## config.mk

```make
export PLATFORM = sky130hd
export DESIGN_NAME = twiddle_rom_gen
export DESIGN_NICKNAME = d
export VERILOG_FILES = /design/src/rtl/twiddle_rom_gen.sv
export SDC_FILE = /design/constraint.sdc
export NUM_CORES = 1
export LEC_CHECK = 0
export CAP_MARGIN = 25
export CORE_MARGIN = 2
export CORE_UTILIZATION = 40
export CTS_CLUSTER_SIZE = 40
export DETAILED_ROUTE_END_ITERATION = 8
export GPL_ROUTABILITY_DRIVEN = 0
export GPL_TIMING_DRIVEN = 0
export HOLD_SLACK_MARGIN = 0.08
export SETUP_SLACK_MARGIN = 0.05
export SYNTH_ARGS = -nofsm -noshare
export SYNTH_HDL_FRONTEND = slang
export SYNTH_SLANG_ARGS = --single-unit
export TNS_END_PERCENT = 50
```

## constraint.sdc

```tcl
create_clock -name clk -period 4.96 [get_ports clk]
set_input_delay 0.744 -clock clk [delete_from_list [all_inputs] [get_ports clk]]
set_output_delay 0.744 -clock clk [all_outputs]
set_load 0.03 [all_outputs]
```

## src/rtl/twiddle_rom_gen.sv

```systemverilog
// twiddle_rom_gen: carrier number -> {cos, sin} twiddle factor for the OFDM FFT.
// Three-stage stall-capable pipeline. S1 reads the index table. S2 reads the
// quarter-wave cosine table twice. S3 applies quadrant symmetry and optional
// conjugation. Inputs come from the external port or from a self-running sweep.
module twiddle_rom_gen #(
    parameter int N_PT    = 384,
    parameter int A_WIDTH = 9,
    parameter int PH_BITS = 4,
    parameter int TW_W    = 16
) (
    input  logic                clk,
    input  logic                n_rst,
    input  logic [A_WIDTH-1:0]  din_num,
    input  logic                din_vld,
    input  logic                din_inv,
    output logic                din_rdy,
    input  logic                start,
    input  logic                start_inv,
    output logic                busy,
    output logic [2*TW_W-1:0]   dout,
    output logic                dout_vld,
    input  logic                dout_rdy,
    output logic                dout_last
);

    localparam int Q = 2 ** (PH_BITS - 2);
    localparam logic [PH_BITS-1:0] R_MASK   = PH_BITS'(Q - 1);
    localparam logic [PH_BITS-1:0] Q_IDX    = PH_BITS'(Q);
    localparam logic [A_WIDTH-1:0] LAST_CNT = A_WIDTH'(N_PT - 1);

    // Quarter-wave cosine entry floor(cos(2*pi*i/2**PH_BITS) * 2**(TW_W-2)).
    // The value comes from a fixed-point Taylor series in Q28. The endpoints
    // are exact so that 1.0 and 0.0 come out clean.
    function automatic int qcosEntry(input int i);
        longint piQ;
        longint x;
        longint term;
        longint sum;
        if (i == 0) return 1 << (TW_W - 2);
        if (i >= Q) return 0;
        piQ  = 64'sd843314857;
        x    = (2 * piQ * longint'(i)) >>> PH_BITS;
        term = 64'sd1 <<< 28;
        sum  = term;
        for (int n = 1; n <= 10; n++) begin
            term = -((((term * x) >>> 28) * x) >>> 28) / longint'((2 * n - 1) * (2 * n));
            sum  = sum + term;
        end
        if (sum < 0) sum = 0;
        return int'(sum >>> (28 - (TW_W - 2)));
    endfunction

    // Index table: carrier n maps to phase n mod 2**PH_BITS. Carriers beyond
    // N_PT map to phase 0, which gives (1.0, 0).
    logic [PH_BITS-1:0] idxRom [2**A_WIDTH];
    logic [TW_W-1:0]    qcosRom [2**PH_BITS];

    for (genvar a = 0; a < 2 ** A_WIDTH; a++) begin : g_idx
        assign idxRom[a] = (a < N_PT) ? PH_BITS'(a % (2 ** PH_BITS)) : '0;
    end

    for (genvar i = 0; i < 2 ** PH_BITS; i++) begin : g_qcos
        localparam int CV = qcosEntry(i);
        assign qcosRom[i] = TW_W'(CV);
    end

    // Control registers
    logic               busy_q, busy_d;
    logic               issuing_q, issuing_d;
    logic [A_WIDTH-1:0] cnt_q, cnt_d;
    logic               sweepInv_q, sweepInv_d;

    // Pipeline registers
    logic               s1Vld_q, s1Inv_q, s1Last_q;
    logic [PH_BITS-1:0] s1Idx_q;
    logic               s1Vld_d, s1Inv_d, s1Last_d;
    logic [PH_BITS-1:0] s1Idx_d;

    logic               s2Vld_q, s2Inv_q, s2Last_q;
    logic [1:0]         s2Quad_q;
    logic [TW_W-1:0]    s2CosR_q, s2CosQr_q;
    logic [PH_BITS-1:0] rIdx, rCompl;

    logic               doutVld_q, doutLast_q;
    logic [2*TW_W-1:0]  dout_q, dout_d;
    logic [TW_W-1:0]    reMap, imMap, imOut;

    logic pipeEn, startFire, extFire, autoFire, lastAccept;

    assign pipeEn     = !doutVld_q || dout_rdy;
    assign startFire  = start && !busy_q;
    assign din_rdy    = pipeEn && !busy_q && !start;
    assign extFire    = din_vld && din_rdy;
    assign autoFire   = busy_q && issuing_q && pipeEn;
    assign lastAccept = doutVld_q && dout_rdy && doutLast_q;

    // Sweep sequencing: start arms the counter, each unstalled cycle issues one carrier
    always_comb begin
        busy_d     = busy_q;
        issuing_d  = issuing_q;
        cnt_d      = cnt_q;
        sweepInv_d = sweepInv_q;
        if (startFire) begin
            busy_d     = 1'b1;
            issuing_d  = 1'b1;
            cnt_d      = '0;
            sweepInv_d = start_inv;
        end else begin
            if (autoFire) begin
                if (cnt_q == LAST_CNT) begin
                    issuing_d = 1'b0;
                end else begin
                    cnt_d = cnt_q + 1'b1;
                end
            end
            if (lastAccept) begin
                busy_d = 1'b0;
            end
        end
    end

    // S1 next state: select the address source and look up the phase index
    always_comb begin
        s1Vld_d  = extFire || autoFire;
        s1Inv_d  = busy_q ? sweepInv_q : din_inv;
        s1Last_d = autoFire && (cnt_q == LAST_CNT);
        s1Idx_d  = idxRom[busy_q ? cnt_q : din_num];
    end

    assign rIdx   = s1Idx_q & R_MASK;
    assign rCompl = Q_IDX - rIdx;

    // S3 next state: quadrant symmetry, then conjugation for the IFFT
    always_comb begin
        reMap = s2CosR_q;
        imMap = s2CosQr_q;
        case (s2Quad_q)
            2'd0: begin
                reMap = s2CosR_q;
                imMap = s2CosQr_q;
            end
            2'd1: begin
                reMap = -s2CosQr_q;
                imMap = s2CosR_q;
            end
            2'd2: begin
                reMap = -s2CosR_q;
                imMap = -s2CosQr_q;
            end
            default: begin
                reMap = s2CosQr_q;
                imMap = -s2CosR_q;
            end
        endcase
        imOut  = s2Inv_q ? -imMap : imMap;
        dout_d = {reMap, imOut};
    end

    // Control state update; reset aborts any sweep immediately
    always_ff @(posedge clk or negedge n_rst) begin
        if (!n_rst) begin
            busy_q     <= 1'b0;
            issuing_q  <= 1'b0;
            cnt_q      <= '0;
            sweepInv_q <= 1'b0;
        end else begin
            busy_q     <= busy_d;
            issuing_q  <= issuing_d;
            cnt_q      <= cnt_d;
            sweepInv_q <= sweepInv_d;
        end
    end

    // Pipeline advance: every stage moves together and all hold on a downstream stall
    always_ff @(posedge clk or negedge n_rst) begin
        if (!n_rst) begin
            s1Vld_q    <= 1'b0;
            s1Inv_q    <= 1'b0;
            s1Last_q   <= 1'b0;
            s1Idx_q    <= '0;
            s2Vld_q    <= 1'b0;
            s2Inv_q    <= 1'b0;
            s2Last_q   <= 1'b0;
            s2Quad_q   <= '0;
            s2CosR_q   <= '0;
            s2CosQr_q  <= '0;
            doutVld_q  <= 1'b0;
            doutLast_q <= 1'b0;
            dout_q     <= '0;
        end else if (pipeEn) begin
            s1Vld_q    <= s1Vld_d;
            s1Inv_q    <= s1Inv_d;
            s1Last_q   <= s1Last_d;
            s1Idx_q    <= s1Idx_d;
            s2Vld_q    <= s1Vld_q;
            s2Inv_q    <= s1Inv_q;
            s2Last_q   <= s1Last_q;
            s2Quad_q   <= s1Idx_q[PH_BITS-1 -: 2];
            s2CosR_q   <= qcosRom[rIdx];
            s2CosQr_q  <= qcosRom[rCompl];
            doutVld_q  <= s2Vld_q;
            doutLast_q <= s2Last_q;
            dout_q     <= dout_d;
        end
    end

    assign busy      = busy_q;
    assign dout      = dout_q;
    assign dout_vld  = doutVld_q;
    assign dout_last = doutLast_q;

endmodule
```

==> results.md, run 1 <==
* Post-synthesis cell area at between 4000 and 5000 sq um
* Commonest cells in the netlist: sky130_fd_sc_hd__nand2_1, sky130_fd_sc_hd__dfrtp_1, sky130_fd_sc_hd__nor2_1
* Total number of cells along the worst setup path at 9
* Worst clock skew at 10.6 ps
* Maximum number of pins on one net before global-route repair at a little under 70
* Largest area contributor in the synthesized netlist: sky130_fd_sc_hd__dfrtp_1
* Worst Setup Path Type: flop to flop
* Relative slew slack at ~43%
* Via-to-Cell Ratio at 5.62
* Routed wl met3 at approximately 670 um
* Kind of capture point of the worst setup path: flop
* Initial DRT Pass Iterations at 7
* Routed wire length at ~11000 um
* Overall track demand over capacity in global routing at 20.9%
* Number of register bits inferred by synthesis at 68
* Dpl hpwl at 7920 um
* R2r worst-path depth at 9
* Final Total Pwr at 3770 uW
* Max-slew violation total from the final report at 0
* Clk slew on worst S/H paths at 70 ps
* Avg Inst Size Synth at 9.11 sq um
* Antenna Nets Post-Route at 0
* Top cells by area, synth: sky130_fd_sc_hd__dfrtp_1, sky130_fd_sc_hd__nand2_1, sky130_fd_sc_hd__nor2_1, sky130_fd_sc_hd__o21ai_0, sky130_fd_sc_hd__ha_1
* Cell with the most instances after synthesis: sky130_fd_sc_hd__nand2_1
* Required time worst endpoint at around 5200 ps
* Ys async rst share at 100%
* Reported max-cap violation count at 0
* Utilization after layout at 50.0%
* Final Hold Vio Count at 0
* Leakage power total at 0.00205 uW
* Max Buffers Root-to-Sink at 2
* Hold crit path type: flop to flop
* Synthesized netlist cell count at 449
* Average detailed-routed wire length per instance at 17.1 um
* Die boundary height at 105 um
* Full die area at 11000 sq um
* Power Dens Cells at ~760 nW/um^2
* Number of instances resized during post-cts repair at 0
* Maximum operating frequency at 0.267 GHz
* Sinks on Clock Net at 68
* Num CTS Buffers at 9
* Antenna violations before repair at 0
* Chip width at 105 um
* Arrival @ worst endpoint at 3950 ps
* Critical Path, Cell by Cell: buf_1 > inv_1 > ha_1 > mux4_2 > or3_4 > or4b_4 > o41ai_1 > xor2_1 > a21oi_1
* Number of fill cells in the layout at 954
* Final setup violating endpoints at 0
* Count of cells along the worst hold path at 2
* Distinct cell type count after synthesis at 64
* Synth Net Count at 475
* I/O Pins at 52
* Crit-path max cell delay at 540 ps
* Area growth, synth to finish at 20.7%
* Setup repair after global routing missed its margin: no
* Number of rows in the core area at 36
* Quantity of hold-fixing buffers added after cts at 0
* Min Tclk post-route at roughly 3700 ps
* Post-synth EDFFs at 0
* Fin worst setup slack at 1220 ps
* Net count, final at 534
* Iter 0 DRT Violations at 271
* Post-Route Setup TNS at 0 ps
* Worst Tran Pin Value at 858 ps
* Diodes inserted at 0
* DR vias at ~3600
* Starting utilization of the core area at 41.5%
* Core area at 9860 sq um
* Met2 layer wire length in the routed design at slightly above 5000 um
* Clock Latency Late Sink at 350 ps
* Worst slack after detailed placement at 1300 ps
* Clock tree from TritonCTS: done
* Synth top area share at 41.6%
* Share of final-layout standard cells stronger than drive strength 1 at 7.99%
* Number of warning messages in the yosys log at 0
* Highest net fanout along the worst path at 10
* Number of buffers and inverters on the critical path at 2
* Fin Hold WS at approximately 460 ps
* Wire length on met1 at between 5000 and 6000 um
* Critical Path Source Type: flop
* Worst IR Drop VDD at about 0.31 mV
* Number of buffers inserted to repair setup after CTS at 0
* Clk Tree Root Cell: sky130_fd_sc_hd__clkbuf_8
* Global-route congestion overflow total at 0
* Vias in the first global route at 3587
* Global-route wire length before repair at between 15000 and 20000 um
* Post-route fraction of the period consumed by the critical path at 75.4%
* Family with the most delay on the worst path: simple AND/OR/NAND/NOR gates
* Sequential share of the synthesized area at between 40% and 50%
* H-tree depth reported by CTS at 3
* Slowest cell on crit path: sky130_fd_sc_hd__or4b_4
* Run status: complete, no violations
* Prevailing post-synth register cell: sky130_fd_sc_hd__dfrtp_1
* PortBufs at 48
* Uppermost routed layer: met4
* DRC violations left at 0
==> where the power goes <==
part	leakage, uW	internal (uW)	switching, uW
Clock	0.0000983	245	222
Sequential	0.000830	787	175
Combinational	0.00112	955	1390
Total	0.00205	1990	1790
==> metrics by stage <==
stage | instances | area [sq um]
floorplan | 449 | 4090
global placement | 630 | 4740
detailed placement | 630 | 4730
CTS | 646 | 4930
global route | 646 | 4930
finish | 646 | 4930
==> worst register-to-register path, stage by stage, from the launching register on <==
cell and delay [ps]:
sky130_fd_sc_hd__dfrtp_1 430, sky130_fd_sc_hd__buf_1 440, sky130_fd_sc_hd__inv_1 260, sky130_fd_sc_hd__ha_1 350
sky130_fd_sc_hd__mux4_2 510, sky130_fd_sc_hd__or3_4 420, sky130_fd_sc_hd__or4b_4 540, sky130_fd_sc_hd__o41ai_1 410
sky130_fd_sc_hd__xor2_1 180, sky130_fd_sc_hd__a21oi_1 80
==> routing by layer <==
layer	vias to the layer above	track usage, %
met5	-	0
met2	141	33.0
met3	21	4.05
met4	0	7.14
li1	1705	-
met1	1764	28.7
==> sequential cells by signal, indices dropped and copies added, names as in the netlist <==
name	count
dout	31
cnt_q	9
s2CosQr_q	6
s2CosR_q	5
s1Idx_q	4
s2Quad_q	2
busy	1
dout_last	1
dout_vld	1
issuing_q	1
s1Inv_q	1
s1Last_q	1
s1Vld_q	1
s2Inv_q	1
s2Last_q	1
s2Vld_q	1
sweepInv_q	1
==> final cells by class <==
type                       count  area [sq um]  share of cell area (%)
multi-input combinational    338          2210                    44.8
sequential                    68          1700                    34.5
timing repair buffer          48           478                    9.69
tap                          133           166                    3.37
buffer                        35           146                    2.97
clock buffer                  10           138                    2.79
clock inverter                 6          63.8                    1.29
inverter                       8          30.0                   0.609
==> logic make-up (layout without fill, tap and decap cells) <==
| kind of cell | after synthesis | after routing | synth area share (%) |
|---|---|---|---|
| simple gates | 180 | 180 | 21.4 |
| compound gates | 103 | 103 | 17.4 |
| flops | 68 | 68 | 41.6 |
| buf+inv | 43 | 107 | 4.31 |
| xor+xnor | 24 | 24 | 5.14 |
| mux | 21 | 21 | 7.07 |
| fa+ha+maj | 10 | 10 | 3.06 |
==> path summary, 6_finish.rpt <==
check	from	to	slack, ps
min in group asynchronous	n_rst	dout[16]	500
worst max-delay path	s2CosQr_q[4]	dout[10]	1220
max in group asynchronous	n_rst	s2CosR_q[11]	3880
worst min-delay path	s2Vld_q	s2Vld_q	460
worst max register to register	s2CosQr_q[4]	dout[10]	1220
worst min register to register	s2Vld_q	s2Vld_q	460
==> cell usage in the layout (no fill, tap or decap), drive strengths merged, types with 7 or more instances in the layout <==
cell type and n:
nand2 72, dfrtp 68, clkdlybuf4s50 47, nor2 44, clkbuf 35, o21ai 31, a21oi 20, xnor2 13
nand2b 11, xor2 11, buf 11, nand3 10, ha 10, mux2i 9, nor2b 8, inv 8
mux2 7
(Power assumes the default switching activity.)
==> inputs of run 2 (changes only) <==
==> constraint.sdc (replaced) <==
create_clock -name clk -period 3.4 [get_ports clk]
set_input_delay 0.51 -clock clk [delete_from_list [all_inputs] [get_ports clk]]
set_output_delay 0.51 -clock clk [all_outputs]
set_load 0.03 [all_outputs]
==> run 2 against run 1 <==
  * Combinational power grew 53%
  * Utilization grew 1.1 points
  * Critical endpoint is now dout[14]
  * Cell area grew 2.3%
  * Largest power group unchanged
  * Sequential power grew 47%
  * Clock skew is essentially flat
==> results.md, run 2 (same netlist as run 1, synthesis figures left out) <==
* Reported max-cap violation count at 0
* Full die area at 11000 sq um
* Relative slew slack at 43.1%
* Global-route wire length before repair at 18400 um
* Core area at 9860 sq um
* Crit-path max cell delay at 580 ps
* Most common library cell in the layout ignoring fill and taps: sky130_fd_sc_hd__nand2_1
* Area growth, synth to finish at 23.4%
* Final Hold Vio Count at 0
* Run status: complete, no violations
* Arrival @ worst endpoint at 3480 ps
* Worst IR Drop VDD at between 0.4 and 0.5 mV
* H-tree depth reported by CTS at 3
* Via-to-Cell Ratio at approximately 5.6
* Setup repair after global routing missed its margin: no
* Net count, final at 542
* Initial DRT Pass Iterations at 9
* Flip-flop count of the largest register, all copies and words added at 31
* Diodes inserted at 0
* Power Dens Cells at between 1000 and 1500 nW/um^2
* Slowest cell on crit path: sky130_fd_sc_hd__or4b_4
* Fin Hold WS at 268 ps
* Critical Path Source Type: flop
* Worst Tran Pin Value at 853 ps
* Vias in the first global route at 3585
* Dpl hpwl at 7920 um
* DRC violations left at 0
* Post-route fraction of the period consumed by the critical path at ~96%
* Routed wire length at 11200 um
* Most frequent cells in the layout: sky130_fd_sc_hd__nand2_1, sky130_fd_sc_hd__dfrtp_1, sky130_fd_sc_hd__clkdlybuf4s50_1
* Destination of the worst register-to-register timing path: dout[14]
* Worst clock skew at 11.0 ps
* Source of the worst register-to-register timing path: s2CosQr_q[9]
* Clock tree from TritonCTS: done
* Final setup violating endpoints at 0
* Worst Setup Path Type: flop to flop
* Clk slew on worst S/H paths at 80 ps
* Number of buffers and inverters on the critical path at 3
* PortBufs at 48
* Clock Latency Late Sink at 340 ps
* Overall track demand over capacity in global routing at 20.9%
* Hold crit path type: input pin to asynchronous set/reset pin
* Maximum operating frequency at 0.308 GHz
* Num CTS Buffers at 9
* DR vias at roughly 3700
* Die boundary height at between 100 and 150 um
* Kind of capture point of the worst setup path: flop
* Required time worst endpoint at approximately 3600 ps
* Iter 0 DRT Violations at 244
* Min Tclk post-route at 3250 ps
* R2r worst-path depth at 10
* Family with the most delay on the worst path: simple AND/OR/NAND/NOR gates
* I/O Pins at 52
* Post-Route Setup TNS at 0 ps
* Sinks on Clock Net at 68
* Chip width at 105 um
* Average detailed-routed wire length per instance at 17.2 um
* Critical Path, Cell by Cell: buf_6 > inv_4 > ha_1 > mux4_2 > or3_4 > or4b_4 > o31ai_4 > buf_2 > and4_1 > nor3_1
* Max-slew violation total from the final report at 0
* Maximum number of pins on one net before global-route repair at 69
* Highest net fanout along the worst path at 10
* Clk Tree Root Cell: sky130_fd_sc_hd__clkbuf_8
* Starting utilization of the core area at between 40% and 50%
* Antenna Nets Post-Route at 0
* Worst R2R Setup Slack at about 150 ps
* Number of rows in the core area at 36
* Antenna violations before repair at 0
* Share of final-layout standard cells stronger than drive strength 1 at between 10% and 20%
* Leakage power total at roughly 0.0021 uW
* Global-route congestion overflow total at 0
* Max Buffers Root-to-Sink at 2
## run 2: cell count changes in the layout (fill, tap and decap cells not counted), moves of 2 or more
cell / delta
sky130_fd_sc_hd__buf_4: +7
sky130_fd_sc_hd__buf_6: +2
sky130_fd_sc_hd__clkinvlp_4: +2
sky130_fd_sc_hd__dfrtp_1: -2
sky130_fd_sc_hd__dfrtp_2: +2
sky130_fd_sc_hd__inv_1: -3
## run 2: repair_timing
action / CTS / global route
gates cloned: 0 / 1
gates resized for setup: 4 / 17
hold buffers: 0 / 0
pin swaps: 0 / 4
endpoints found under the setup margin: 8 / 7
buffers inserted: 0 / 7
## run 2: worst max path at each step
stage	start	end	slack [ps]	depth (start not counted)
global placement	n_rst	cnt_q[6]	-500	1
detailed placement	s2CosQr_q[4]	dout[15]	-260	10
global route	s2CosQr_q[4]	dout[15]	20	10
CTS	s2CosQr_q[4]	dout[10]	50	9
finish	s2CosQr_q[9]	dout[14]	150	10
floorplan	s2CosQr_q[4]	dout[10]	120	9
## run 2: routing by layer
| metal | wire, um | up-vias | track usage, % |
|---|---|---|---|
| li1 | - | 1723 | - |
| met1 | 5070 | 1766 | 28.8 |
| met2 | 5230 | 142 | 33.1 |
| met3 | 668 | 22 | 3.81 |
| met4 | 255 | 0 | 7.05 |
| met5 | 0 | - | 0 |
## run 2: through the flow
| stage | worst slack [ps] | utilization [%] | cells | total power [uW] | instance area [sq um] |
|---|---|---|---|---|---|
| 6_report | 150 | 51.2 | 654 | 5680 | 5050 |
| 5_1_grt | 18.6 | 51.2 | 654 | 6070 | 5050 |
| 4_1_cts | 52.0 | 50.1 | 646 | 5500 | 4940 |
| 3_5_place_dp | -263 | 48.0 | 630 | 4790 | 4730 |
| 3_3_place_gp | -502 | 48.0 | 630 | 4740 | 4740 |
| 2_1_floorplan | 121 | - | 449 | 3770 | 4090 |
## run 2: report_power, final
part / leakage, uW / internal (uW) / switching [uW]
sequential: 0.000827 / 1150 / 260
combinational: 0.00117 / 1510 / 2080
clock: 0.0000983 / 357 / 322
## run 2: final cells by class
type	count	area, sq um
Buffer	35	171
Clock inverter	6	63.8
Tap cell	133	166
Sequential cell	68	1700
Clock buffer	10	138
Fill cell	945	4820
Timing Repair Buffer	56	536
Multi-Input combinational cell	338	2230
Inverter	8	40.0
==> inputs of run 3 (changes only) <==
--- a/config.mk
+++ b/config.mk
@@ -6,7 +6,6 @@
 export NUM_CORES = 1
 export LEC_CHECK = 0
 export CAP_MARGIN = 25
-export CORE_MARGIN = 2
 export CORE_UTILIZATION = 40
 export CTS_CLUSTER_SIZE = 40
 export DETAILED_ROUTE_END_ITERATION = 8
==> run 3 against run 2 <==
  * Die area fell by 3.8%
  * Critical path depth did not move
  * First-iteration DRC count fell by 23%
  * Clock skew fell by 1.8 ps
  * Hold slack got worse by 11 ps
  * Largest cell class unchanged
==> results.md, run 3 (same netlist as run 1, synthesis figures left out) <==
* H-tree depth reported by CTS at 3
* Core area at between 9000 and 10000 sq um
* Fraction of power spent switching nets at 46.2%
* Via-to-Cell Ratio at 5.57
* PortBufs at 48
* Clk Tree Root Cell: sky130_fd_sc_hd__clkbuf_8
* Initial DRT Pass Iterations at 7
* Fin Hold WS at 257 ps
* Kind of capture point of the worst setup path: flop
* Required time worst endpoint at 3640 ps
* Clock tree from TritonCTS: done
* Overall track demand over capacity in global routing at 22.7%
* Run status: complete, no violations
* Area of the multi-input gates at 2230 sq um
* Post-route fraction of the period consumed by the critical path at 96.2%
* Share of final-layout standard cells stronger than drive strength 1 at 11.8%
* Num CTS Buffers at 9
* Seq. cell area at 1700 sq um
* Most common library cell in the layout ignoring fill and taps: sky130_fd_sc_hd__nand2_1
* Iter 0 DRT Violations at 187
* R2r worst-path depth at 10
* Maximum number of pins on one net before global-route repair at 69
* Net count, final at approximately 550
* Flip-flop count of the largest register, all copies and words added at 31
* Max Buffers Root-to-Sink at 2
* Max-slew violation total from the final report at 0
* DRC violations left at 0
* Maximum operating frequency at 0.306 GHz
* Worst Tran Pin Value at between 800 and 900 ps
* Worst clock skew at 9.14 ps
* Clk slew on worst S/H paths at around 80 ps
* Antenna violations before repair at 0
* Die boundary height at 103 um
* Clock network fraction of design power at 13.2%
* Area growth, synth to finish at 24.6%
* DR vias at 3673
* Leakage power total at 0.00214 uW
* Hold crit path type: input pin to asynchronous set/reset pin
* Vias in the first global route at 3458
* Chip width at 103 um
* Clock Latency Late Sink at 350 ps
* Highest net fanout along the worst path at 5
* Power Dens Cells at 1130 nW/um^2
* Average detailed-routed wire length per instance at approximately 17 um
* Starting utilization of the core area at a little over two fifths
* Worst slack after detailed placement at -308 ps
* Most frequent cells in the layout: sky130_fd_sc_hd__nand2_1, sky130_fd_sc_hd__dfrtp_1, sky130_fd_sc_hd__clkdlybuf4s50_1
* Worst Setup Path Type: flop to flop
* Relative slew slack at 43.5%
* Critical Path Source Type: flop
* Dpl hpwl at 7820 um
* Global-route congestion overflow total at 0
* Diodes inserted at 0
* Min Tclk post-route at 3270 ps
* Setup repair after global routing missed its margin: no
* Switching power at 2660 uW
* Final setup violating endpoints at 0
* Worst IR Drop VDD at 0.392 mV
* Full die area at 10600 sq um
* Reported max-cap violation count at 0
* Number of rows in the core area at 36
* Sinks on Clock Net at 68
* Arrival @ worst endpoint at roughly 3500 ps
* Internal Dissipation at 3110 uW
* Routed wire length at 11100 um
* Final Hold Vio Count at 0
* Fin worst setup slack at ~130 ps
* Combinational share of power at a little over three fifths
* I/O Pins at 52
* Antenna Nets Post-Route at 0
* Global-route wire length before repair at about 18000 um
* Number of fill cells in the layout at 952
* Post-Route Setup TNS at 0 ps
* Part of the total power dissipated in sequential elements at 24.3%
==> run 3: cell count changes in the layout (fill, tap and decap cells not counted), sizes merged <==
cell | previous run | this run
bufinv | 1 | 2
clkinvlp | 4 | 3
clkinv | 3 | 2
inv | 6 | 7
buf | 20 | 25
==> run 3: path summary, 6_finish.rpt <==
kind	endpoint	slack [ps]	start
worst max-delay path	dout[14]	130	s2CosQr_q[4]
worst min-delay path	dout[19]	260	n_rst
worst max register to register	dout[14]	130	s2CosQr_q[4]
worst min register to register	dout_vld	470	s2Vld_q
max in group asynchronous	s2CosQr_q[6]	2540	n_rst
min in group clk	dout_vld	470	s2Vld_q
==> run 3: routing by layer <==
metal	track usage, %	up-vias	wire length [um]
met5	0	-	0
met4	12.7	0	415
met3	3.53	40	777
met2	34.2	157	5020
met1	31.2	1741	4910
li1	-	1735	-
==> run 3: repair_timing <==
action	CTS	global route
pin swaps	0	3
setup endpoints to repair	9	7
hold buffers	0	0
gates cloned	0	1
buffers inserted	1	11
resized for setup	7	10
==> run 3: through the flow <==
stage / cell area, sq um / total power [uW] / std cells / util, %
floorplan: 4090 / 3770 / 449 / -
global placement: 4740 / 4740 / 630 / 48.2
detailed placement: 4730 / 4780 / 630 / 48.2
CTS: 4980 / 5600 / 647 / 50.8
global route: 5100 / 6160 / 659 / 51.9
finish: 5100 / 5770 / 659 / 51.9
==> run 3: final cells by class <==
class,count,share of cell area [%]
inverter,8,0.786
timing repair buffer,61,11.2
sequential,68,33.4
multi-input combinational,338,43.7
buffer,35,3.22
clock inverter,6,1.69
clock buffer,10,2.70
tap,133,3.27
==> run 3: power groups by stage <==
stage                     registers, uW  logic, uW  clock network, uW
after CTS                          1400       3420                779
after global routing               1450       3900                810
after floorplan                    1730       2040                  0
final                              1400       3600                763
after detailed placement           1420       3360                  0
after global placement             1410       3330                  0
==> run 3: worst max-delay path, cell delays in order (launching register included) <==
cell and delay [ps]:
sky130_fd_sc_hd__dfrtp_1 380, sky130_fd_sc_hd__buf_6 140, sky130_fd_sc_hd__clkinvlp_4 120, sky130_fd_sc_hd__ha_1 310, sky130_fd_sc_hd__mux4_2 500, sky130_fd_sc_hd__or3_4 420
sky130_fd_sc_hd__or4b_4 570, sky130_fd_sc_hd__o31ai_4 290, sky130_fd_sc_hd__buf_2 190, sky130_fd_sc_hd__and4_1 180, sky130_fd_sc_hd__nor3_1 50
